==> config.mk <==
export PLATFORM = sky130hd
export DESIGN_NAME = stack_xfer_sequencer
export DESIGN_NICKNAME = d
export VERILOG_FILES = /design/src/rtl/stack_xfer_sequencer_pkg.sv /design/src/rtl/stack_seq_rom.sv /design/src/rtl/stack_xfer_sequencer.sv
export SDC_FILE = /design/constraint.sdc
export NUM_CORES = 1
export LEC_CHECK = 0
export CAP_MARGIN = 20
export CORE_UTILIZATION = 53
export DETAILED_ROUTE_END_ITERATION = 6
export GPL_ROUTABILITY_DRIVEN = 0
export PLACE_DENSITY = 0.87
export SLEW_MARGIN = 20
export SYNTH_ARGS = -nofsm -noshare
export SYNTH_HDL_FRONTEND = slang
export SYNTH_SLANG_ARGS = --single-unit
==> constraint.sdc <==
create_clock -name clk -period 7.2 [get_ports clk]
set_input_delay 0.72 -clock clk [delete_from_list [all_inputs] [get_ports clk]]
set_output_delay 0.72 -clock clk [all_outputs]
set_load 0.01 [all_outputs]
==> src/rtl/stack_xfer_sequencer_pkg.sv <==
// Shared types for the 6801 stack transfer sequencer: bus-mux selects, stack op codes and
// sequence lengths.
package stack_xfer_sequencer_pkg;

  typedef enum logic [3:0] {
    MD_HI,
    MD_LO,
    ACCA,
    ACCB,
    IX_LO,
    IX_HI,
    CC,
    PC_LO,
    PC_HI,
    NONE_DOUT
  } dout_type;

  typedef enum logic [1:0] {
    PUSH_ALL = 2'd0,
    PUSH_PC  = 2'd1,
    PULL_ALL = 2'd2,
    PULL_PC  = 2'd3
  } stack_op_type;

  localparam int unsigned PUSH_ALL_LEN = 7;
  localparam int unsigned PC_LEN       = 2;
  localparam int unsigned IDX_W        = 3;

  function automatic logic is_pull_op(stack_op_type op);
    return (op == PULL_ALL) || (op == PULL_PC);
  endfunction

endpackage

==> src/rtl/stack_seq_rom.sv <==
// Byte-order table for stack transfers: maps (op, byte index) to the register select and
// flags the final byte of the sequence.
module stack_seq_rom
  import stack_xfer_sequencer_pkg::*;
(
  input  stack_op_type     op,
  input  logic [IDX_W-1:0] idx,
  output dout_type         sel,
  output logic             last
);

  logic [IDX_W-1:0] len_m1;
  logic [IDX_W-1:0] pos;

  always_comb begin
    len_m1 = ((op == PUSH_ALL) || (op == PULL_ALL)) ? IDX_W'(PUSH_ALL_LEN - 1)
                                                    : IDX_W'(PC_LEN - 1);
    last   = (idx == len_m1);
    // Pulls unstack in the exact reverse of the push order.
    pos    = is_pull_op(op) ? (len_m1 - idx) : idx;
    sel    = NONE_DOUT;
    if (idx <= len_m1) begin
      case (pos)
        3'd0:    sel = PC_LO;
        3'd1:    sel = PC_HI;
        3'd2:    sel = IX_LO;
        3'd3:    sel = IX_HI;
        3'd4:    sel = ACCA;
        3'd5:    sel = ACCB;
        3'd6:    sel = CC;
        default: sel = NONE_DOUT;
      endcase
    end
  end

endmodule

==> src/rtl/stack_xfer_sequencer.sv <==
// Stack transfer sequencer: walks the stack one byte per accepted memory cycle for register
// push/pull and PC push/pull, then reports the final stack pointer.
module stack_xfer_sequencer
  import stack_xfer_sequencer_pkg::*;
#(
  parameter int unsigned ADDR_W = 16
) (
  input  logic              clk,
  input  logic              rst_n,
  input  logic              start,
  input  stack_op_type      op,
  input  logic [ADDR_W-1:0] sp_in,
  input  logic              mem_ready,
  input  logic [7:0]        data_in,
  output logic              busy,
  output logic              done,
  output logic [ADDR_W-1:0] addr,
  output logic              we,
  output logic              re,
  output dout_type          dout_ctrl,
  output dout_type          ld_dst,
  output logic              ld_we,
  output logic [7:0]        ld_data,
  output logic [ADDR_W-1:0] sp_out,
  output logic              sp_we
);

  typedef enum logic [1:0] {StIdle, StXfer, StFinish} state_e;

  state_e            state_q;
  stack_op_type      op_q;
  logic [ADDR_W-1:0] sp_q;
  logic [ADDR_W-1:0] sp_out_q;
  logic [IDX_W-1:0]  idx_q;
  logic [ADDR_W-1:0] sp_step;
  logic              pull;
  dout_type          rom_sel;
  logic              rom_last;

  stack_seq_rom u_rom (
    .op   (op_q),
    .idx  (idx_q),
    .sel  (rom_sel),
    .last (rom_last)
  );

  assign pull    = is_pull_op(op_q);
  assign sp_step = pull ? (sp_q + ADDR_W'(1)) : (sp_q - ADDR_W'(1));

  always_ff @(posedge clk or negedge rst_n) begin
    if (!rst_n) begin
      state_q  <= StIdle;
      op_q     <= PUSH_ALL;
      sp_q     <= '0;
      sp_out_q <= '0;
      idx_q    <= '0;
    end else begin
      unique case (state_q)
        StIdle: begin
          if (start) begin
            op_q    <= op;
            sp_q    <= sp_in;
            idx_q   <= '0;
            state_q <= StXfer;
          end
        end
        StXfer: begin
          if (mem_ready) begin
            sp_q  <= sp_step;
            idx_q <= idx_q + IDX_W'(1);
            if (rom_last) begin
              sp_out_q <= sp_step;
              state_q  <= StFinish;
            end
          end
        end
        StFinish: state_q <= StIdle;
        default:  state_q <= StIdle;
      endcase
    end
  end

  always_comb begin
    addr      = '0;
    we        = 1'b0;
    re        = 1'b0;
    dout_ctrl = NONE_DOUT;
    ld_dst    = NONE_DOUT;
    if (state_q == StXfer) begin
      if (pull) begin
        // Pull reads the byte just above SP, which is exactly the post-increment value.
        addr   = sp_step;
        re     = 1'b1;
        ld_dst = rom_sel;
      end else begin
        addr      = sp_q;
        we        = 1'b1;
        dout_ctrl = rom_sel;
      end
    end
  end

  assign busy    = (state_q != StIdle);
  assign done    = (state_q == StFinish);
  assign sp_we   = done;
  assign sp_out  = sp_out_q;
  assign ld_we   = re & mem_ready;
  assign ld_data = data_in;

endmodule

==> flow_metrics.tcl, run 1 <==
set metrics [dict create \
    status "finished clean" \
    postCtsSetupRepairBufs 0 \
    via_per_inst 5.853 \
    use_met2 0.4752 \
    drive_gt1_frac 0.06840 \
    die_w_um 77.85 \
    critPathLaunchType "flop" \
    post-synth-top-area-cell "dfrtp_1" \
    holdPathEnd "sp_out[6]$_DFFE_PN0P_" \
    crit_type "flop to output port" \
    cts_resized 0 \
    crit_path_end_kind "output port" \
    routedWlPerCell_um 15.55 \
    drt_wl_total_um 7715 \
    synth.ff_latch_count 39 \
    dp_hpwl_um 5700 \
    numCtsBuffers 5 \
    hold_path_class "flop to flop" \
    fmax_mhz 181.1 \
    r2r_start "op_q[1]$_DFFE_PN0P_" \
    finalHoldViolCount 0 \
    regToRegSetupSlack_ps 3030 \
    syn2layout_area_growth_pct 22.73 \
    tns_ps 0 \
    timing.final.crit_period_ps 5522 \
    syn_area_per_cell_um2 8.175 \
    cp.required_ps 6480 \
    drc 0 \
    cts_tree "yes" \
    yosys_most_used_dff "dfrtp_1" \
    yosysMostFrequentCell "nand2_1" \
    drtPass1Iterations 4 \
    grt_max_degree 40 \
    synth_edf_count 0 \
    ant_nets 0 \
    synthTopCellsByArea "dfrtp_1 (32%), nand2_1 (8.9%), ha_1 (7.4%)" \
    insertedDiodeCount 0 \
    fp.dieArea_um2 6061 \
    synth_compound_area_frac 0.2323 \
    synth_fp_nets 423 \
    top_usage_layer "met2" \
    synth-simple-area-share 0.2121 \
    netlist_area_um2 3049 \
    htree_levels 2 \
    syn_inst 373 \
    hold_path_startpoint "sp_out[6]$_DFFE_PN0P_" \
    synth_top_area_share 0.3201 \
    grt_pass1_wl_um 13270 \
    vias 2903 \
    worstSkewPairLatency_ps 290 \
    drtIter0Drc 235 \
    synthAdderAreaFrac 0.08699 \
    ctsLongestPathBuffers 2 \
    layout_setup_ws_ps 1678 \
    synth_top_family_by_area "compound AO/OA/AOI/OAI gates" \
    yosysSeqAreaShare 0.3201 \
    synth-xor-area-share 0.05006 \
    numPortBuffers 67 \
    cts.sinks 39 \
    relSlewSlack 0.3181 \
    grt_overflow_total 0 \
    clk_pin_slew_ps 70 \
    whs_path_depth 2 \
    cp.arrival_ps 4800 \
    reg2reg_depth 8 \
    rr_endpoint "sp_out[8]$_DFFE_PN0P_" \
    cp_max_fo 23 \
    yosysWarnings 0 \
    maxCapViolations 0 \
    met3_usage 0.03647 \
    fin_nets 474 \
    ys_top_cells_by_count "nand2_1 (72), dfrtp_1 (39), nor2_1 (33), a21oi_1 (31), o21ai_0 (19)" \
    async_flop_share 1.000 \
    grt_usage 0.2748 \
    ios 84 \
    synthMuxAreaShare 0.02954 \
    num_rows 27 \
    start_util 0.5504 \
    fp.coreArea_um2 5540 \
    met1_usage 0.3401 \
    cts-root-buf "clkbuf_8" \
    setup_viol 0 \
    grt_pass1_vias 2904 \
    fin_crit_sh 0.7669 \
    dp_slack_ps 2101 \
    finalClockSkew_ps 6.274 \
    dieHeight_um 77.85 \
    synth_cell_types 55 \
    hold_buffers 0 \
    final_max_slew_viol_count 0 \
    antenna_found_initial 0 \
    worst_pin_slew_ps 1023 \
    rsz0062_at_grt "false" \
]
per-stage QoR:
| step | hold WS (ps) | cells | util | cell area [um^2] |
|---|---|---|---|---|
| final | 475.6 | 496 | 0.6755 | 3742 |
| after global routing | 503.6 | 496 | 0.6755 | 3742 |
| after CTS | 480.6 | 496 | 0.6755 | 3742 |
| after detailed placement | 461.9 | 489 | 0.6597 | 3655 |
| after global placement | 462.1 | 489 | 0.6597 | 3655 |
| after floorplan | 424.4 | 373 | - | 3049 |
worst max-delay path by stage:
stage | depth (start not counted) | startpoint | slack [ps] | to
4_1_cts | 8 | op_q[1]$_DFFE_PN0P_ | 1760 | addr[13]
6_report | 9 | op_q[1]$_DFFE_PN0P_ | 1680 | addr[8]
5_1_grt | 9 | op_q[1]$_DFFE_PN0P_ | 1340 | addr[8]
3_3_place_gp | 9 | op_q[1]$_DFFE_PN0P_ | 2250 | addr[8]
3_5_place_dp | 9 | op_q[1]$_DFFE_PN0P_ | 2100 | addr[8]
2_1_floorplan | 9 | op_q[1]$_DFFE_PN0P_ | 3840 | addr[13]
routing by layer:
metal	share of wire	routed length (um)	vias to the layer above
met4	0.022	173	0
met3	0.057	438	17
li1	-	-	1407
met1	0.43	3287	1383
met2	0.49	3816	96
met5	0	0	-
placed cells by master, fill, tap and decap left out, types with 5 or more instances in the layout:
master	instances
a31oi_1	6
nor2_1	33
clkdlybuf4s50_1	66
inv_1	8
nor3_1	8
xnor2_1	12
clkbuf_8	6
a21oi_1	31
nand2_1	72
ha_1	18
dfrtp_1	39
and3_1	9
o21ai_1	5
o21ai_0	19
a21o_1	12
mux2i_1	9
nand3_1	6
worst max-delay path, stage by stage, from the launching register on:
cell             delay [ps]
dfrtp_1                1020
clkinv_1                940
fa_1                    740
a21oi_1                 200
o21ai_1                 140
a2111oi_0               410
nor3_1                  130
xnor2_1                 180
o22ai_1                 170
clkdlybuf4s50_1         570
kinds of logic (layout without fill, tap and decap cells):
kind of cell               after synthesis  after routing
and+or+nand+nor                        147            147
AOI/OAI and AO/OA                      107            107
DFF                                     39             39
buffers and inverters                   36             87
adders and majority gates               20             20
xor gates and xnor gates                15             15
muxes                                    9              9
flip-flops by register name (all words and copies together), names as in the netlist:
signal	cells
idx_q	3
op_q	2
sp_out	16
sp_q	16
state_q	2
area by class of cell:
| cell class | count | area (um^2) |
|---|---|---|
| sequential | 39 | 975.9 |
| tap | 72 | 90.09 |
| timing repair buffer | 70 | 688.2 |
| fill | 450 | 1798 |
| inverter | 10 | 37.54 |
| multi-input combinational | 298 | 1863 |
| clock buffer | 6 | 82.58 |
| clock inverter | 1 | 5.005 |
Power of run 1 is not shown: default switching activity piles up to over one toggle a cycle in this logic, so the estimate is an artifact.
==> inputs of run 2 (changes only) <==
Settings changed: CORE_UTILIZATION 53 to 49, PLACE_DENSITY 0.87 to 0.81.
Clock period 7.2 ns to 5.71 ns, I/O delays scaled along.
==> run 2 against run 1 <==
  * First-iteration DRC count down 28%
  * Clock skew grew 4.6 ps
  * Core utilization decreased by 4.2 points
  * Final cell count increased by 1.2%
  * Flip-flop and latch count stayed put
  * Die area up 7.9%
==> flow_metrics.tcl, run 2 (same netlist as run 1, synthesis figures left out) <==
set metrics [dict create \
    layout_common_cells "nand2_1 (72), clkdlybuf4s50_1 (66), dfrtp_1 (39)" \
    maxCapViolations 0 \
    insertedDiodeCount 0 \
    crit_type "flop to output port" \
    antenna_found_initial 0 \
    tns_ps 0 \
    critPathLaunchType "flop" \
    cts_tree "yes" \
    cts.sinks 39 \
    vias 2891 \
    hold_path_class "input port to asynchronous set/reset pin" \
    fmax_mhz 249.7 \
    drtPass1Iterations 4 \
    cp.arrival_ps 3430 \
    worst_pin_slew_ps 970.3 \
    relSlewSlack 0.3513 \
    ant_nets 0 \
    via_per_inst 5.759 \
    dp_hpwl_um 5652 \
    syn2layout_area_growth_pct 23.76 \
    cp.required_ps 5140 \
    ctsLongestPathBuffers 2 \
    drive_gt1_frac 0.07260 \
    routedWlPerCell_um 15.42 \
    start_util 0.5120 \
    cts_resized 0 \
    numPortBuffers 67 \
    fp.coreArea_um2 5956 \
    dieHeight_um 80.89 \
    num_rows 28 \
    final_max_slew_viol_count 0 \
    numCtsBuffers 5 \
    drtIter0Drc 170 \
    hold_buffers 0 \
    timing.final.crit_period_ps 4005 \
    status "finished clean" \
    fp.dieArea_um2 6542 \
    cp_max_fo 14 \
    fin_crit_sh 0.7014 \
    finalHoldViolCount 0 \
    postCtsSetupRepairBufs 0 \
    grt_pass1_wl_um 12420 \
    crit_path_end_kind "output port" \
    worstSkewPairLatency_ps 300 \
    setup_viol 0 \
    die_w_um 80.89 \
    drt_wl_total_um 7742 \
    clk_pin_slew_ps 80 \
    ios 84 \
    grt_pass1_vias 2714 \
    grt_max_degree 40 \
    grt_overflow_total 0 \
    cts-root-buf "clkbuf_8" \
    mostFrequentLayoutCell "nand2_1" \
    regToRegSetupSlack_ps 2970 \
    grt_usage 0.2455 \
    drc 0 \
    fin_nets 476 \
    htree_levels 2 \
    finalClockSkew_ps 10.86 \
    rsz0062_at_grt "false" \
]
==> run 2: changes by cell type in the layout (fill, tap and decap cells not counted) <==
cell / delta
buf_4: +2
clkbuf_1: +1
clkbuf_8: +1
clkinv_2: -1
==> run 2: final cells by class <==
cell class | count | area [um^2]
Clock buffer | 8 | 100.1
Fill cell | 526 | 2182
Inverter | 10 | 37.54
Multi-Input combinational cell | 298 | 1863
Sequential cell | 39 | 975.9
Tap cell | 75 | 93.84
Timing Repair Buffer | 72 | 703.2
==> run 2: final timing paths <==
path | to | depth (start not counted) | from
min in group clk | sp_out[6]$_DFFE_PN0P_ | 2 | sp_out[6]$_DFFE_PN0P_
max | addr[13] | 9 | op_q[1]$_DFFE_PN0P_
max reg2reg | sp_out[12]$_DFFE_PN0P_ | 9 | op_q[1]$_DFFE_PN0P_
min | sp_out[3]$_DFFE_PN0P_ | 1 | rst_n
min reg2reg | sp_out[6]$_DFFE_PN0P_ | 2 | sp_out[6]$_DFFE_PN0P_
max in group asynchronous | op_q[1]$_DFFE_PN0P_ | 1 | rst_n
==> run 2: layer usage <==
layer  routed length, um  up-vias  GRT usage
li1                    -     1409          -
met1                3282     1387     0.2954
met2                3890       83     0.4462
met3                 450       12    0.02921
met4                 119        0    0.08929
met5                   0        -          0
==> run 2: through the flow <==
| step | setup slack [ps] | cells | utilization | hold WS (ps) | cell area (um^2) |
|---|---|---|---|---|---|
| 2_1_floorplan | 2495 | 373 | - | 275.4 | 3049 |
| 6_report | 1705 | 502 | 0.6336 | 397.7 | 3774 |
| 3_5_place_dp | 2050 | 494 | 0.6168 | 466.0 | 3674 |
| 3_3_place_gp | 2142 | 494 | 0.6168 | 457.8 | 3674 |
| 4_1_cts | 1709 | 502 | 0.6336 | 431.0 | 3774 |
| 5_1_grt | 1493 | 502 | 0.6336 | 478.3 | 3774 |
==> run 2: critical path, cell delays in order, from the launching register on <==
cell and delay (ps):
dfrtp_1 370, clkinv_1 280, buf_4 310, ha_1 390, a21o_1 230, a21o_2 220, a221oi_2 310, o22ai_1 190
o31ai_1 260, clkdlybuf4s50_1 580
Power of run 2 is left out for the same reason.
==> inputs of run 3 (changes only) <==
Clock period 5.71 ns to 4 ns, I/O delays scaled along.
==> run 3 against run 2 <==
  * Die area unchanged
  * Setup slack lost 1300 ps
  * Largest cell class unchanged
  * Non-clock buffer count rose by 4
==> flow_metrics.tcl, run 3 (same netlist as run 1, synthesis figures left out) <==
set metrics [dict create \
    status "finished clean" \
    cts.sinks 39 \
    critPathLaunchType "flop" \
    grt_max_degree 40 \
    dp.cells 495 \
    wl_met1_um 3428 \
    routedWlPerCell_um 15.53 \
    drc 0 \
    fin_nets 480 \
    crit_path_cell_trace "clkinvlp_4, buf_4, ha_1, o211ai_1, o21ai_1, a221oi_2, o22ai_1, o31ai_1, clkdlybuf4s50_1" \
    num-fill-cells 532 \
    start_util 0.5120 \
    mostFrequentLayoutCell "nand2_1" \
    numPortBuffers 67 \
    layout_common_cells "nand2_1 (72), clkdlybuf4s50_1 (66), dfrtp_1 (39)" \
    maxCapViolations 0 \
    setup_viol 0 \
    clk_pin_slew_ps 70 \
    numCtsBuffers 5 \
    met2WireLength_um 3908 \
    worst_hold_slack_ps 230.1 \
    crit_path_end_kind "output port" \
    rsz0062_at_grt "false" \
    final_max_slew_viol_count 0 \
    maxUsedRoutingLayer "met4" \
    ctsLongestPathBuffers 2 \
    num_rows 28 \
    drive_gt1_frac 0.07925 \
    worstSkewPairLatency_ps 290 \
    crit_type "flop to output port" \
    critPathLaunch "op_q[1]$_DFFE_PN0P_" \
    cp_slowest_cell "clkdlybuf4s50_1" \
    relSlewSlack 0.2892 \
    cts_tree "yes" \
    cp.required_ps 3600 \
    reg2reg_depth 7 \
    fp.coreArea_um2 5956 \
    wl_met3_um 396 \
    fmax_mhz 274.6 \
    htree_levels 2 \
    worst_pin_slew_ps 1063 \
    via_per_inst 5.710 \
    grt_overflow_total 0 \
    rr_endpoint "sp_out[9]$_DFFE_PN0P_" \
    finalHoldViolCount 0 \
    drt_wl_total_um 7828 \
    tns_ps 0 \
    cp.arrival_ps 3240 \
    grt_usage 0.2536 \
    slowest_delay_ps 570 \
    vias 2878 \
    hold_path_class "input port to asynchronous set/reset pin" \
    finalNonFillerCells 504 \
    die_w_um 80.89 \
    cp_max_fo 13 \
    syn2layout_area_growth_pct 24.01 \
    cts-root-buf "clkbuf_8" \
    drtIter0Drc 185 \
    insertedDiodeCount 0 \
    fin_crit_sh 0.9105 \
    finalClockSkew_ps 5.910 \
    ios 84 \
    regToRegSetupSlack_ps 1290 \
    dieHeight_um 80.89 \
    ant_nets 0 \
    grt_pass1_wl_um 12750 \
    antenna_found_initial 0 \
    grt_pass1_vias 2693 \
    drtPass1Iterations 4 \
    timing.final.crit_period_ps 3642 \
    fp.dieArea_um2 6542 \
    dp_hpwl_um 5617 \
    r2r_start "state_q[0]$_DFFE_PN0P_" \
]
## run 3: cell types whose count changed in the layout (fill, tap and decap cells not counted), sizes merged
cell	before	now
clkinvlp	0	1
clkinv	2	1
clkbuf	8	6
buf	6	10
## run 3: per-stage QoR
stage | worst slack, ps | cell area [um^2] | utilization
2_1_floorplan | 955.7 | 3049 | -
3_3_place_gp | 589.6 | 3681 | 0.6181
3_5_place_dp | 527.1 | 3681 | 0.6181
4_1_cts | 192.9 | 3754 | 0.6303
5_1_grt | 128.6 | 3781 | 0.6349
6_report | 358.0 | 3781 | 0.6349
## run 3: what timing repair did
action | 4_1_cts | 5_1_grt
gates resized for setup | 0 | 2
hold buffers | 0 | 0
setup buffers | 0 | 3
endpoints found under the setup margin | 0 | 3
## run 3: final cells by class
class	count	area, um^2	area share
clock buffer	6	72.57	0.01919
inverter	10	41.29	0.01092
multi-input combinational	298	1864	0.4931
sequential	39	975.9	0.2581
tap	75	93.84	0.02482
timing repair buffer	76	733.2	0.1939
## run 3: worst max-delay path by stage
stage               end  cells past startpoint  slack (ps)
6_report       addr[13]                      9         360
5_1_grt         addr[8]                     10         130
4_1_cts        addr[13]                      9         190
3_5_place_dp    addr[8]                     10         530
3_3_place_gp   addr[13]                      9         590
2_1_floorplan  addr[13]                      9         960
## run 3: critical path, delay by kind of cell, from the launching register on
| kind | cells | cell delay (ps) |
|---|---|---|
| AO/OA/AOI/OAI | 5 | 1240 |
| buffers and inverters | 3 | 930 |
| adder cells (fa/ha/maj) | 1 | 350 |
| flip-flops | 1 | 410 |
## run 3: routing by layer
| metal | vias up | track usage |
|---|---|---|
| met5 | - | 0 |
| met1 | 1375 | 0.3291 |
| met2 | 82 | 0.4328 |
| li1 | 1412 | - |
| met3 | 9 | 0.03258 |
| met4 | 0 | 0.08750 |
Power of run 3 is left out for the same reason.
